**src/rtl/eq_clockgen_pkg.sv**
```systemverilog
`default_nettype none
// ----------------------------------------------------------------------------
// eq_clockgen_pkg -- phase encoding and default sizing for the E/Q generator.
// Revision 1.0
// ----------------------------------------------------------------------------
package eq_clockgen_pkg;

  localparam int unsigned QDIV_DEFAULT   = 4;
  localparam int unsigned MAXSTR_DEFAULT = 40;

  typedef enum logic [2:0] {
    PH_Q0   = 3'd0,
    PH_Q1   = 3'd1,
    PH_Q2   = 3'd2,
    PH_Q3   = 3'd3,
    PH_HOLD = 3'd4
  } phase_e;

  // HOLD is an extension of Q3: E stays high, Q stays low.
  function automatic logic phase_e_level(input phase_e ph);
    return (ph == PH_Q2) || (ph == PH_Q3) || (ph == PH_HOLD);
  endfunction

  function automatic logic phase_q_level(input phase_e ph);
    return (ph == PH_Q1) || (ph == PH_Q2);
  endfunction

endpackage
`default_nettype wire

```
**src/rtl/eq_clockgen_quarter_divider.sv**
```systemverilog
`default_nettype none
// ----------------------------------------------------------------------------
// eq_clockgen_quarter_divider -- quarter-phase counter with latched SLOW select.
// Revision 1.0
// ----------------------------------------------------------------------------
module eq_clockgen_quarter_divider
  import eq_clockgen_pkg::*;
#(
  parameter int unsigned QDIV = QDIV_DEFAULT
) (
  input  logic clk_i,
  input  logic rst_i,
  input  logic slow_i,
  input  logic load_i,
  output logic tick_o
);

  localparam int unsigned CW = $clog2(2 * QDIV);

  logic [CW-1:0] qcnt_q, qcnt_d, term;
  logic          slow_q, slow_d;

  assign term   = slow_q ? CW'(2 * QDIV - 1) : CW'(QDIV - 1);
  assign tick_o = (qcnt_q == term);
  assign qcnt_d = tick_o ? '0 : qcnt_q + CW'(1);
  // SLOW only takes effect from the quarter that opens a new bus cycle.
  assign slow_d = load_i ? slow_i : slow_q;

  always_ff @(posedge clk_i) begin
    if (rst_i) begin
      qcnt_q <= '0;
      slow_q <= 1'b0;
    end else begin
      qcnt_q <= qcnt_d;
      slow_q <= slow_d;
    end
  end

endmodule
`default_nettype wire

```
**src/rtl/eq_clockgen.sv**
```systemverilog
`default_nettype none
// ----------------------------------------------------------------------------
// eq_clockgen -- 6809-style E/Q generator with wait states, nWAIT stretch, SLOW mode.
// Revision 1.0
// ----------------------------------------------------------------------------
module eq_clockgen
  import eq_clockgen_pkg::*;
#(
  parameter int unsigned QDIV   = QDIV_DEFAULT,
  parameter int unsigned WS_W   = 3,
  parameter int unsigned MAXSTR = MAXSTR_DEFAULT
) (
  input  logic            MHZ48,
  input  logic            RESET,
  input  logic            nWAIT,
  input  logic [WS_W-1:0] WS,
  input  logic            SLOW,
  output logic            MHZ24,
  output logic            MHZ12,
  output logic            nQ,
  output logic            nE,
  output logic            E_RISE,
  output logic            E_FALL,
  output logic            STRETCHED
);

  localparam int unsigned SC_W = $clog2(MAXSTR + 1) + 1;

  phase_e          phase_q, phase_d;
  logic [WS_W-1:0] ws_left_q, ws_left_d, ws_dec;
  logic [SC_W-1:0] strcnt_q, strcnt_d;
  logic [1:0]      div_q;
  logic            ne_q, nq_q, e_rise_q, e_fall_q, stretched_q;
  logic            tick, enter_q0;

  eq_clockgen_quarter_divider #(.QDIV(QDIV)) u_qdiv (
    .clk_i  (MHZ48),
    .rst_i  (RESET),
    .slow_i (SLOW),
    .load_i (enter_q0),
    .tick_o (tick)
  );

  assign ws_dec   = (ws_left_q != '0) ? ws_left_q - WS_W'(1) : ws_left_q;
  assign enter_q0 = tick && (phase_d == PH_Q0);

  always_comb begin
    phase_d   = phase_q;
    ws_left_d = ws_left_q;
    strcnt_d  = strcnt_q;
    if (tick) begin
      unique case (phase_q)
        PH_Q0: phase_d = PH_Q1;
        PH_Q1: phase_d = PH_Q2;
        PH_Q2: phase_d = PH_Q3;
        PH_Q3: begin
          if (!nWAIT || (ws_left_q != '0)) begin
            phase_d  = PH_HOLD;
            strcnt_d = SC_W'(1);
          end else begin
            phase_d = PH_Q0;
          end
        end
        PH_HOLD: begin
          // strcnt_q numbers the HOLD quarter now ending; MAXSTR caps a stuck nWAIT.
          ws_left_d = ws_dec;
          strcnt_d  = strcnt_q + SC_W'(1);
          if (((ws_dec == '0) && nWAIT) || (strcnt_q == SC_W'(MAXSTR)))
            phase_d = PH_Q0;
        end
        default: phase_d = PH_Q0;
      endcase
    end
    if (enter_q0)
      ws_left_d = WS;
  end

  always_ff @(posedge MHZ48) begin
    if (RESET) begin
      phase_q     <= PH_Q0;
      ws_left_q   <= '0;
      strcnt_q    <= '0;
      div_q       <= '0;
      ne_q        <= 1'b1;
      nq_q        <= 1'b1;
      e_rise_q    <= 1'b0;
      e_fall_q    <= 1'b0;
      stretched_q <= 1'b0;
    end else begin
      phase_q     <= phase_d;
      ws_left_q   <= ws_left_d;
      strcnt_q    <= strcnt_d;
      div_q       <= div_q + 2'd1;
      ne_q        <= ~phase_e_level(phase_d);
      nq_q        <= ~phase_q_level(phase_d);
      e_rise_q    <= tick && (phase_q == PH_Q1);
      e_fall_q    <= enter_q0;
      stretched_q <= (phase_d == PH_HOLD);
    end
  end

  assign MHZ24     = div_q[0];
  assign MHZ12     = div_q[1];
  assign nE        = ne_q;
  assign nQ        = nq_q;
  assign E_RISE    = e_rise_q;
  assign E_FALL    = e_fall_q;
  assign STRETCHED = stretched_q;

endmodule
`default_nettype wire

```
**config.mk**
```make
export PLATFORM = sky130hd
export DESIGN_NAME = eq_clockgen
export DESIGN_NICKNAME = d
export VERILOG_FILES = /design/src/rtl/eq_clockgen_pkg.sv /design/src/rtl/eq_clockgen_quarter_divider.sv /design/src/rtl/eq_clockgen.sv
export SDC_FILE = /design/constraint.sdc
export NUM_CORES = 1
export LEC_CHECK = 0
export ABC_AREA = 1
export BUFFER_PORTS_ARGS = -buffer_cell sky130_fd_sc_hd__buf_4
export CELL_PAD_IN_SITES_DETAIL_PLACEMENT = 1
export CELL_PAD_IN_SITES_GLOBAL_PLACEMENT = 2
export CORE_ASPECT_RATIO = 1.25
export CORE_MARGIN = 8
export CORE_UTILIZATION = 29
export CTS_BUF_LIST = sky130_fd_sc_hd__clkbuf_4 sky130_fd_sc_hd__clkbuf_8 sky130_fd_sc_hd__clkbuf_16
export DETAILED_ROUTE_END_ITERATION = 10
export PLACE_DENSITY_LB_ADDON = 0.1
export SLEW_MARGIN = 20
export SYNTH_ARGS = -nofsm -noshare
export SYNTH_HDL_FRONTEND = slang
export SYNTH_SLANG_ARGS = --single-unit
```
**constraint.sdc**
```tcl
create_clock -name MHZ48 -period 1.6 [get_ports MHZ48]
set_input_delay 0.24 -clock MHZ48 [delete_from_list [all_inputs] [get_ports MHZ48]]
set_output_delay 0.24 -clock MHZ48 [all_outputs]
set_load 0.01 [all_outputs]
```
Word level (Yosys, flattened, before mapping) --
Cells that the tools add are included.
Storage, ports and cells: memories 0, output and inout bits 7, bits in latches 0, memory bits (read-only) 0, input bits 7, bits in writable memories 0, flip-flop bits (word level) 24
Cells by class: eq/ne operators 11, order comparisons 0, multiply operators 0, add/subtract/negate cells 4, bitwise operators 2, mux-type cells 11, shifts and indexed selects 0, reduce and logical (&&, ||, !) cells 19, divide/modulo/power cells 0
Operator list (count):
- 3-bit two-way mux | 8
- 3-bit one-hot mux with 5 select lines | 1
- 7-bit one-hot mux with 2 select lines | 1
- 3-bit by 2-bit == test with 1-bit output, second input constant | 4
- 3-bit logical NOT | 3
- 7-bit by 1-bit adder with 7-bit output, second input constant | 1
- 7-bit by 6-bit == test with 1-bit output, second input constant | 1
- 7-bit two-way mux | 1
- 3-bit by 1-bit == test with 1-bit output, second input constant | 2
- 3-bit == test, second input constant | 2
- 2-bit nonzero test | 3
- 1-bit logical OR | 5
- 3-bit by 1-bit adder with 3-bit output, second input constant | 1
- 3-bit == test | 1
- 1-bit logical AND | 3
- 3-bit AND reduction | 1
- 3-bit nonzero test | 1
- 3-bit by 1-bit subtractor with 3-bit output, second input constant | 1
- 2-bit by 1-bit adder with 2-bit output, second input constant | 1
- 2-bit != test, second input constant | 1
- 1-bit inverter | 2
- 2-bit AND reduction | 1
- 2-bit OR reduction | 1
- 1-bit logical NOT | 1

Logic depth before layout (Yosys ltp) --
Gate-level depths: netlist of run 1.
depth after elaboration 12, gate-level depth with buffers 15

By module --
Synthesis of run 1 repeated with hierarchy kept, for this count alone.
Second synthesis, totals: cells, all modules 175, area, all modules 1226.2 µm²
By module, submodules not included:
- eq_clockgen | sequential area each 400.4 µm², times used 1, area each 1058.5 µm², cells each 154
- eq_clockgen_quarter_divider | sequential area each 80.1 µm², times used 1, area each 167.7 µm², cells each 21

Worst setup path before layout of run 1 --
No wires, ideal clock.
path type reg-to-reg, from register ws_left_q[0], to register u_qdiv.slow_q, path buffers 0, library setup time 119 ps, data required time 1481 ps, arrival time 1439 ps, cell stages (with the launch flop) 11, setup slack 42 ps, path through dfxtp_1 > inv_1 > ha_1 > nand2_2 > nand2_1 > nand2_1 > nand2_1 > o21ai_1 > nand4_4 > o21ai_0 > a21oi_1
Between the ends: longest elaborated chain between the ends 10, elaborated cells between the ends (all ways) 13
Ends and longest elaborated chain:
- from (decl) | RTL line eq_clockgen.sv:30 | logic [WS_W-1:0] ws_left_q, ws_left_d, ws_dec;
- from (signal assigned) | RTL line eq_clockgen.sv:91 | ws_left_q <= ws_left_d;
- 3-bit by 1-bit subtractor with 3-bit output or 3-bit nonzero test (tied branches) | RTL line eq_clockgen.sv:44, eq_clockgen.sv:57
- 3-bit two-way mux | RTL line eq_clockgen.sv:44 | assign ws_dec = (ws_left_q != '0) ? ws_left_q - WS_W'(1) : ws_left_q;
- 3-bit logical NOT | RTL line eq_clockgen.sv:68 | if (((ws_dec == '0) && nWAIT) || (strcnt_q == SC_W'(MAXSTR)))
- 1-bit logical AND | RTL line eq_clockgen.sv:68
- 1-bit logical OR | RTL line eq_clockgen.sv:68
- 3-bit two-way mux | RTL line eq_clockgen.sv:68
- 3-bit one-hot mux with 5 select lines * | RTL line eq_clockgen.sv:52 | unique case (phase_q)
- 3-bit two-way mux * | RTL line eq_clockgen.sv:51 | if (tick) begin
- 3-bit logical NOT * | RTL line eq_clockgen.sv:45 | assign enter_q0 = tick && (phase_d == PH_Q0);
- 1-bit logical AND * | RTL line eq_clockgen.sv:45
- to (signal assigned) | RTL line eq_clockgen_quarter_divider.sv:35 | slow_q <= slow_d;
- to (decl) | RTL line eq_clockgen_quarter_divider.sv:21 | logic slow_q, slow_d;
Every way passes the cells marked *; elsewhere a longest branch is shown, timed or not. A chain may end at the register's enable or synchronous reset.

Worst setup path in the final report of run 1 --
from register ws_left_q[0], to register ws_left_q[1]
Between the ends: longest elaborated chain between the ends 12, elaborated cells between the ends (all ways) 19
Ends and longest elaborated chain (RTL line):
- 3-bit by 1-bit subtractor with 3-bit output or 3-bit nonzero test (tied branches) | eq_clockgen.sv:44, eq_clockgen.sv:57
- 3-bit two-way mux | eq_clockgen.sv:44
- 3-bit logical NOT | eq_clockgen.sv:68
- 1-bit logical AND | eq_clockgen.sv:68
- 1-bit logical OR | eq_clockgen.sv:68
- 3-bit two-way mux | eq_clockgen.sv:68
- 3-bit one-hot mux with 5 select lines | eq_clockgen.sv:52
- 3-bit two-way mux | eq_clockgen.sv:51
- 3-bit logical NOT | eq_clockgen.sv:45
- 1-bit logical AND | eq_clockgen.sv:45
- 2-bit nonzero test (no line)
- 2-bit AND reduction (no line)
Parallel ways exist; a longest one is shown, timed or not. The select of a mux whose other input is x is not followed.

==> results of run 1 <==
[flip-flops by register name (all words and copies together) (netlist names)]
name / count
strcnt_q: 7
u_qdiv.slow_q: 1
nE: 1
STRETCHED: 1
nQ: 1
E_RISE: 1
u_qdiv.qcnt_q: 3
phase_q: 3
div_q: 2
ws_left_q: 3
E_FALL: 1
[final cells by class]
type / instances / area share (%)
clock buffer: 3 / 2.23
clock inverter: 1 / 1.62
inverter: 30 / 6.35
multi-input combinational: 122 / 45.7
sequential: 24 / 26.2
tap: 58 / 3.92
timing repair buffer: 34 / 14.0
[how the worst max path moves through the flow]
stage               depth (start not counted)  slack [ps]         start       endpoint
floorplan                                  10          40  ws_left_q[0]  u_qdiv.slow_q
global placement                           10         -90  ws_left_q[0]  u_qdiv.slow_q
detailed placement                         10        -130  ws_left_q[0]  u_qdiv.slow_q
CTS                                        15           1  ws_left_q[1]             nE
global route                               12        -170  ws_left_q[0]   ws_left_q[0]
finish                                     12         -70  ws_left_q[0]   ws_left_q[1]
[stage by stage]
stage          TNS (ps)  instances
6_report           -223        272
5_1_grt            -944        272
4_1_cts               0        266
3_5_place_dp       -574        260
3_3_place_gp       -306        260
2_1_floorplan         0        176
[synthesized netlist by cell type (all sizes together)]
cell and count:
a21oi 9, nand3 16, nand2 44, o21ai 3
xnor2 2, nand3b 1, nor3 10, clkbuf 1
nor2 24, xor2 1, inv 30, ha 5
dfxtp 24, nand4 5, o211ai 1
[power groups by stage]
stage          registers, µW  clock network, µW  logic (µW)
2_1_floorplan            668                  0         184
3_3_place_gp             665                  0         282
3_5_place_dp             666                  0         291
4_1_cts                  658                559         326
5_1_grt                  663                577         461
6_report                 659                549         417
[worst reg2reg max path: cells and delay by family (launching register included)]
kind / cells / cell delay, ps
AND/OR/NAND/NOR: 7 / 600
flip-flops: 1 / 360
AO/OA/AOI/OAI: 2 / 300
buffers and inverters: 2 / 180
adder cells (fa/ha/maj): 1 / 180
[cell families after synthesis]
family                   count (synthesis)
AO/OA/AOI/OAI                           13
XOR/XNOR                                 3
adder cells (fa/ha/maj)                  5
buffers and inverters                   31
flip-flops                              24
AND/OR/NAND/NOR                        100
[repair_timing]
action	4_1_cts	5_1_grt
cloned	0	1
pin swaps	4	16
hold buffers	0	0
gates resized for setup	16	24
buffers inserted	2	5
setup endpoints to repair	8	10
[per-layer routing]
metal / up-vias / part of all wire, % / GRT usage, %
met5: - / 0 / 0
met4: 0 / 0.70 / 3.61
met3: 2 / 1.9 / 1.49
met2: 7 / 57 / 19.8
met1: 597 / 40 / 9.38
li1: 633 / - / -
==> out/results.tsv, run 1 <==
metric	value	unit
share of cells above drive strength 1	46.3	%
Synth area leader	dfxtp_1	
most frequent cells in the layout	buf_4 (33), nand2_1 (25), dfxtp_1 (20), inv_1 (20), nor2_1 (16)	
switching share of total power	28.7	%
post-synthesis adder-cell area fraction	4.81	%
largest family of logic cells by synthesized area	simple AND/OR/NAND/NOR gates	
r2r setup slk	-70	ps
WHS	240	ps
post-synthesis instance area	0.00130	mm²
worst r2r src	ws_left_q[0]	
Antenna Violating Nets Remaining	0	
core area	0.00436	mm²
Slew @ Worst Pin	321	ps
H-tree levels	1	
Worst path top cell family by delay	simple AND/OR/NAND/NOR gates	
status	finished, violations left	
Worst Setup Slack, final	-69.7	ps
Post-Route Skew	6.15	ps
largest net degree at the start of global routing	15	
Slew Limit Fails	0	
Simple-Gate Fraction of Synth Area	42.1	%
Mean Syn Cell Area	7.39	µm²
DPL Wire Length	2.70	mm
Rows	27	
register cell area after layout	485	µm²
WP buf/inv	2	
Port Buffer Count	13	
post-synthesis sequential area ratio	36.9	%
failing checks	negative setup slack	
R2R cell count	12	
Clock Tree Buf Depth	2	
period utilization	104	%
Highest Clock Rate	0.599	GHz
Synth Warn #	0	
FF+latch count, synth	24	
Root Buffer	clkbuf_8	
clock buffer count from CTS	3	
WHS Endpoint	phase_q[2]	
Final Cell Area	0.00185	mm²
Net Count, Synth	188	
Slew HR	78.4	%
grt total ovfl	0	
WL per Instance	12.7	µm
vias in the first global route	1345	
commonest non-fill, non-tap cell in the layout	buf_4	
Antenna Cells	0	
initial core utilization	29.9	%
top-level I/O count	14	
top post-synthesis cells by area	dfxtp_1 (37%), nand2_1 (9.8%), inv_1 (6.3%)	
required time worst endpoint	1800	ps
Crit path largest cell delay	360	ps
CTS tree	built	
library cells used by synthesis	26	
clk_lat worst skew	270	ps
Area Growth Syn to Fin	42.3	%
static leakage	0.000778	µW
CP max stage cell	dfxtp_2	
DP Worst Slack	-134	ps
WL final	3.45	mm
maximum vdd drop	417	µV
Setup-failing EPs final	4	
RSZ-0062 raised after global routing	true	
clk sink count	24	
die height	90.9	µm
Power Internal	1160	µW
xor/xnor cell area share of the yosys netlist	2.02	%
area of placed instances	0.00157	mm²
Vias	1239	
critical path data arrival time	1870	ps
Multi-input gate area	846	µm²
Total Power	1620	µW
Placer Congestion	0.799	
WHS Path Cells	2	
worst r2r dst	ws_left_q[1]	
critical path, cell by cell	inv_4, ha_4, nand2_4, nand2_4, nand2_2, nand2_2, buf_6, o21ai_4, nand4_4, nand2_1, nand2_1, a21oi_1	
Layout Nets	227	
clock-pin slew on the worst setup and hold paths	100	ps
First-pass DRT Iterations	3	
Pwr Density	877	mW/mm²
Compound-Gate Fraction of Synth Area	5.19	%
initial drt markers	36	
Setup crit end kind	register	
final core utilization	42.5	%
post-synthesis mux area share	0	%
die width	75.9	µm
combinational power share	25.6	%
Mapped Cells	176	
Hold Crit Class	in2reg	
hold_sp	RESET	
Flop pwr share	40.6	%
fillers	529	
top cell type's share of synthesized area	36.9	%
DRC violations left	0	
Worst Path Max Fanout	5	
Psw	466	µW
fin crit period	1670	ps
type of origin of the critical path	register	
final hold viol count	0	
Via density	4.56	
die area	0.00690	mm²
Max-Cap Viols	0	
Tot GR Track Use	9.76	%
clock share of power	33.8	%
first-pass GRT wire length	5.68	mm
critical setup path kind	reg2reg	
initial antenna violation count	0	
Power figures use the tool's default switching activity.
==> run 2, diff against run 1 <==
--- a/config.mk
+++ b/config.mk
@@ -10,11 +10,11 @@
 export CELL_PAD_IN_SITES_DETAIL_PLACEMENT = 1
 export CELL_PAD_IN_SITES_GLOBAL_PLACEMENT = 2
 export CORE_ASPECT_RATIO = 1.25
-export CORE_MARGIN = 8
+export CORE_MARGIN = 2
 export CORE_UTILIZATION = 29
 export CTS_BUF_LIST = sky130_fd_sc_hd__clkbuf_4 sky130_fd_sc_hd__clkbuf_8 sky130_fd_sc_hd__clkbuf_16
 export DETAILED_ROUTE_END_ITERATION = 10
-export PLACE_DENSITY_LB_ADDON = 0.1
+export PLACE_DENSITY = 0.69
 export SLEW_MARGIN = 20
 export SYNTH_ARGS = -nofsm -noshare
 export SYNTH_HDL_FRONTEND = slang
==> run 2 against run 1 <==
The run still ends with negative setup slack left. Largest power group unchanged. Non-clock buffer count down 5. Power is 9.9% lower. Sequential share of layout area up 0.73 points. Register-to-register slack improved by 50 ps. Critical path depth shrank 1.
==> out/results.tsv, run 2 (synthesis results as in run 1) <==
metric	value	unit	change
status	finished, violations left		
failing checks	negative setup slack		
initial core utilization	29.9	%	unchanged
Psw	446	µW	-4.2%
fin crit period	1620	ps	-47.1 ps
grt total ovfl	0		unchanged
critical setup path kind	reg2reg		
switching share of total power	30.5	%	+1.8 points
Pwr Density	815	mW/mm²	-7.1%
Antenna Cells	0		unchanged
largest net degree at the start of global routing	15		unchanged
most used cell, CP	nand2_4		
WL final	3.27	mm	-5.1%
DP Worst Slack	-159	ps	-24.5 ps
Highest Clock Rate	0.616	GHz	+2.9%
Layout Nets	221		-2.6%
DRC violations left	0		unchanged
RSZ-0062 raised after global routing	true		
static leakage	0.000748	µW	-3.8%
Post-Route Skew	10.7	ps	+4.56 ps
die area	0.00504	mm²	-27%
Clock Tree Buf Depth	2		unchanged
initial antenna violation count	0		unchanged
Largest register FFs	7		unchanged
clk_lat worst skew	270	ps	about the same
Root Buffer	clkbuf_8		
period utilization	101	%	-2.9 points
Biggest register	strcnt_q		
Power Internal	1020	µW	-12%
Worst Path Max Fanout	6		+1
Vias	1215		-1.9%
Antenna Violating Nets Remaining	0		unchanged
Slew @ Worst Pin	341	ps	+20.5 ps
CP max stage cell	dfxtp_2		
Slew HR	77.1	%	-1.4 points
clk sink count	24		unchanged
Rows	27		unchanged
H-tree levels	1		unchanged
most frequent cells in the layout	nand2_1 (28), buf_4 (28), dfxtp_1 (21)		
die width	63.9	µm	-16%
Hold Crit Class	in2reg		
maximum vdd drop	443	µV	+6.2%
combinational power share	26.3	%	+0.7 points
final hold viol count	0		unchanged
Hold Buf Count CTS	0		unchanged
DPL Wire Length	2.54	mm	-5.7%
critical path data arrival time	1790	ps	-80 ps
critical path, cell by cell	inv_4, ha_4, nand2_4, nand2_4, nand2_4, nand2_4, o21ai_4, nand4_4, buf_6, nand3_1, a21oi_1		
clock-pin slew on the worst setup and hold paths	90	ps	about the same
Total Power	1460	µW	-9.9%
Crit path largest cell delay	360	ps	about the same
Worst Setup Slack, final	-22.6	ps	+47.1 ps
type of origin of the critical path	register		
vias in the first global route	1310		-2.6%
Setup-failing EPs final	2		-2
initial drt markers	20		-44%
first-pass GRT wire length	5.63	mm	-0.85%
Tot GR Track Use	13.9	%	+4.1 points
Slew Limit Fails	0		unchanged
clock buffer count from CTS	3		unchanged
core area	0.00436	mm²	unchanged
Flop pwr share	45.0	%	+4.4 points
top-level I/O count	14		unchanged
Via density	4.57		+0.27%
First-pass DRT Iterations	4		+1
required time worst endpoint	1770	ps	-30 ps
share of cells above drive strength 1	44.7	%	-1.6 points
Port Buffer Count	13		unchanged
WL per Instance	12.3	µm	-3.0%
CTS tree	built		
Placer Congestion	0.872		+9.1%
fillers	547		+3.4%
Max-Cap Viols	0		unchanged
Area Growth Syn to Fin	38.1	%	
die height	78.9	µm	-13%
clock share of power	28.7	%	-5.1 points
Setup crit end kind	register		
-- run 2: critical path, delay by kind of cell, from the launching register on --
kind | cells | cell delay [ps]
adders and majority gates | 1 | 180
buffers and inverters | 2 | 230
AOI/OAI and AO/OA | 2 | 230
DFF | 1 | 360
and+or+nand+nor | 6 | 500
-- run 2: per-layer routing --
metal | up-vias | part of all wire [%] | GRT usage, %
met2 | 9 | 54 | 25.5
li1 | 619 | - | -
met1 | 582 | 42 | 15.9
met4 | 0 | 1.7 | 5.22
met5 | - | 0 | 0
met3 | 5 | 2.0 | 2.27
-- run 2: layout make-up --
type | count | area, µm² | area share [%]
well taps | 58 | 72.6 | 4.04
flip-flops and latches | 24 | 484 | 26.9
multi-input cells | 121 | 846 | 47.1
repair buffers | 29 | 221 | 12.3
clock buffers | 4 | 55.1 | 3.06
inverters | 30 | 118 | 6.55
-- run 2: worst paths after layout --
path                                      end  slack, ps  depth (start not counted)    startpoint
worst max-delay path             ws_left_q[0]        -20                         11  ws_left_q[0]
worst min-delay path            u_qdiv.slow_q        230                          3          SLOW
worst max register to register   ws_left_q[0]        -20                         11  ws_left_q[0]
worst min register to register       div_q[0]        460                          1      div_q[0]
-- run 2: stage by stage --
| stage | std cells | utilization (%) | TNS (ps) | area [µm²] | hold WS [ps] |
|---|---|---|---|---|---|
| finish | 266 | 41.2 | -45.0 | 1800 | 230 |
| global route | 266 | 41.2 | -580 | 1800 | 250 |
| CTS | 263 | 38.9 | -10.3 | 1690 | 242 |
| global placement | 257 | 35.6 | -299 | 1550 | 408 |
| detailed placement | 257 | 35.6 | -810 | 1550 | 422 |
| floorplan | 176 | - | 0 | 1300 | 313 |
-- run 2: power groups by stage --
stage	logic [µW]	clock network, µW	registers, µW
floorplan	184	0	668
global placement	273	0	664
detailed placement	283	0	666
CTS	331	436	658
global route	424	467	663
finish	385	421	658
-- run 2: timing repair --
item,in CTS,in global routing
setup endpoints to repair,8,10
gates resized for setup,20,24
hold endpoints to repair,0,0
cloned,0,0
pin swaps,2,10
buffers inserted,2,3
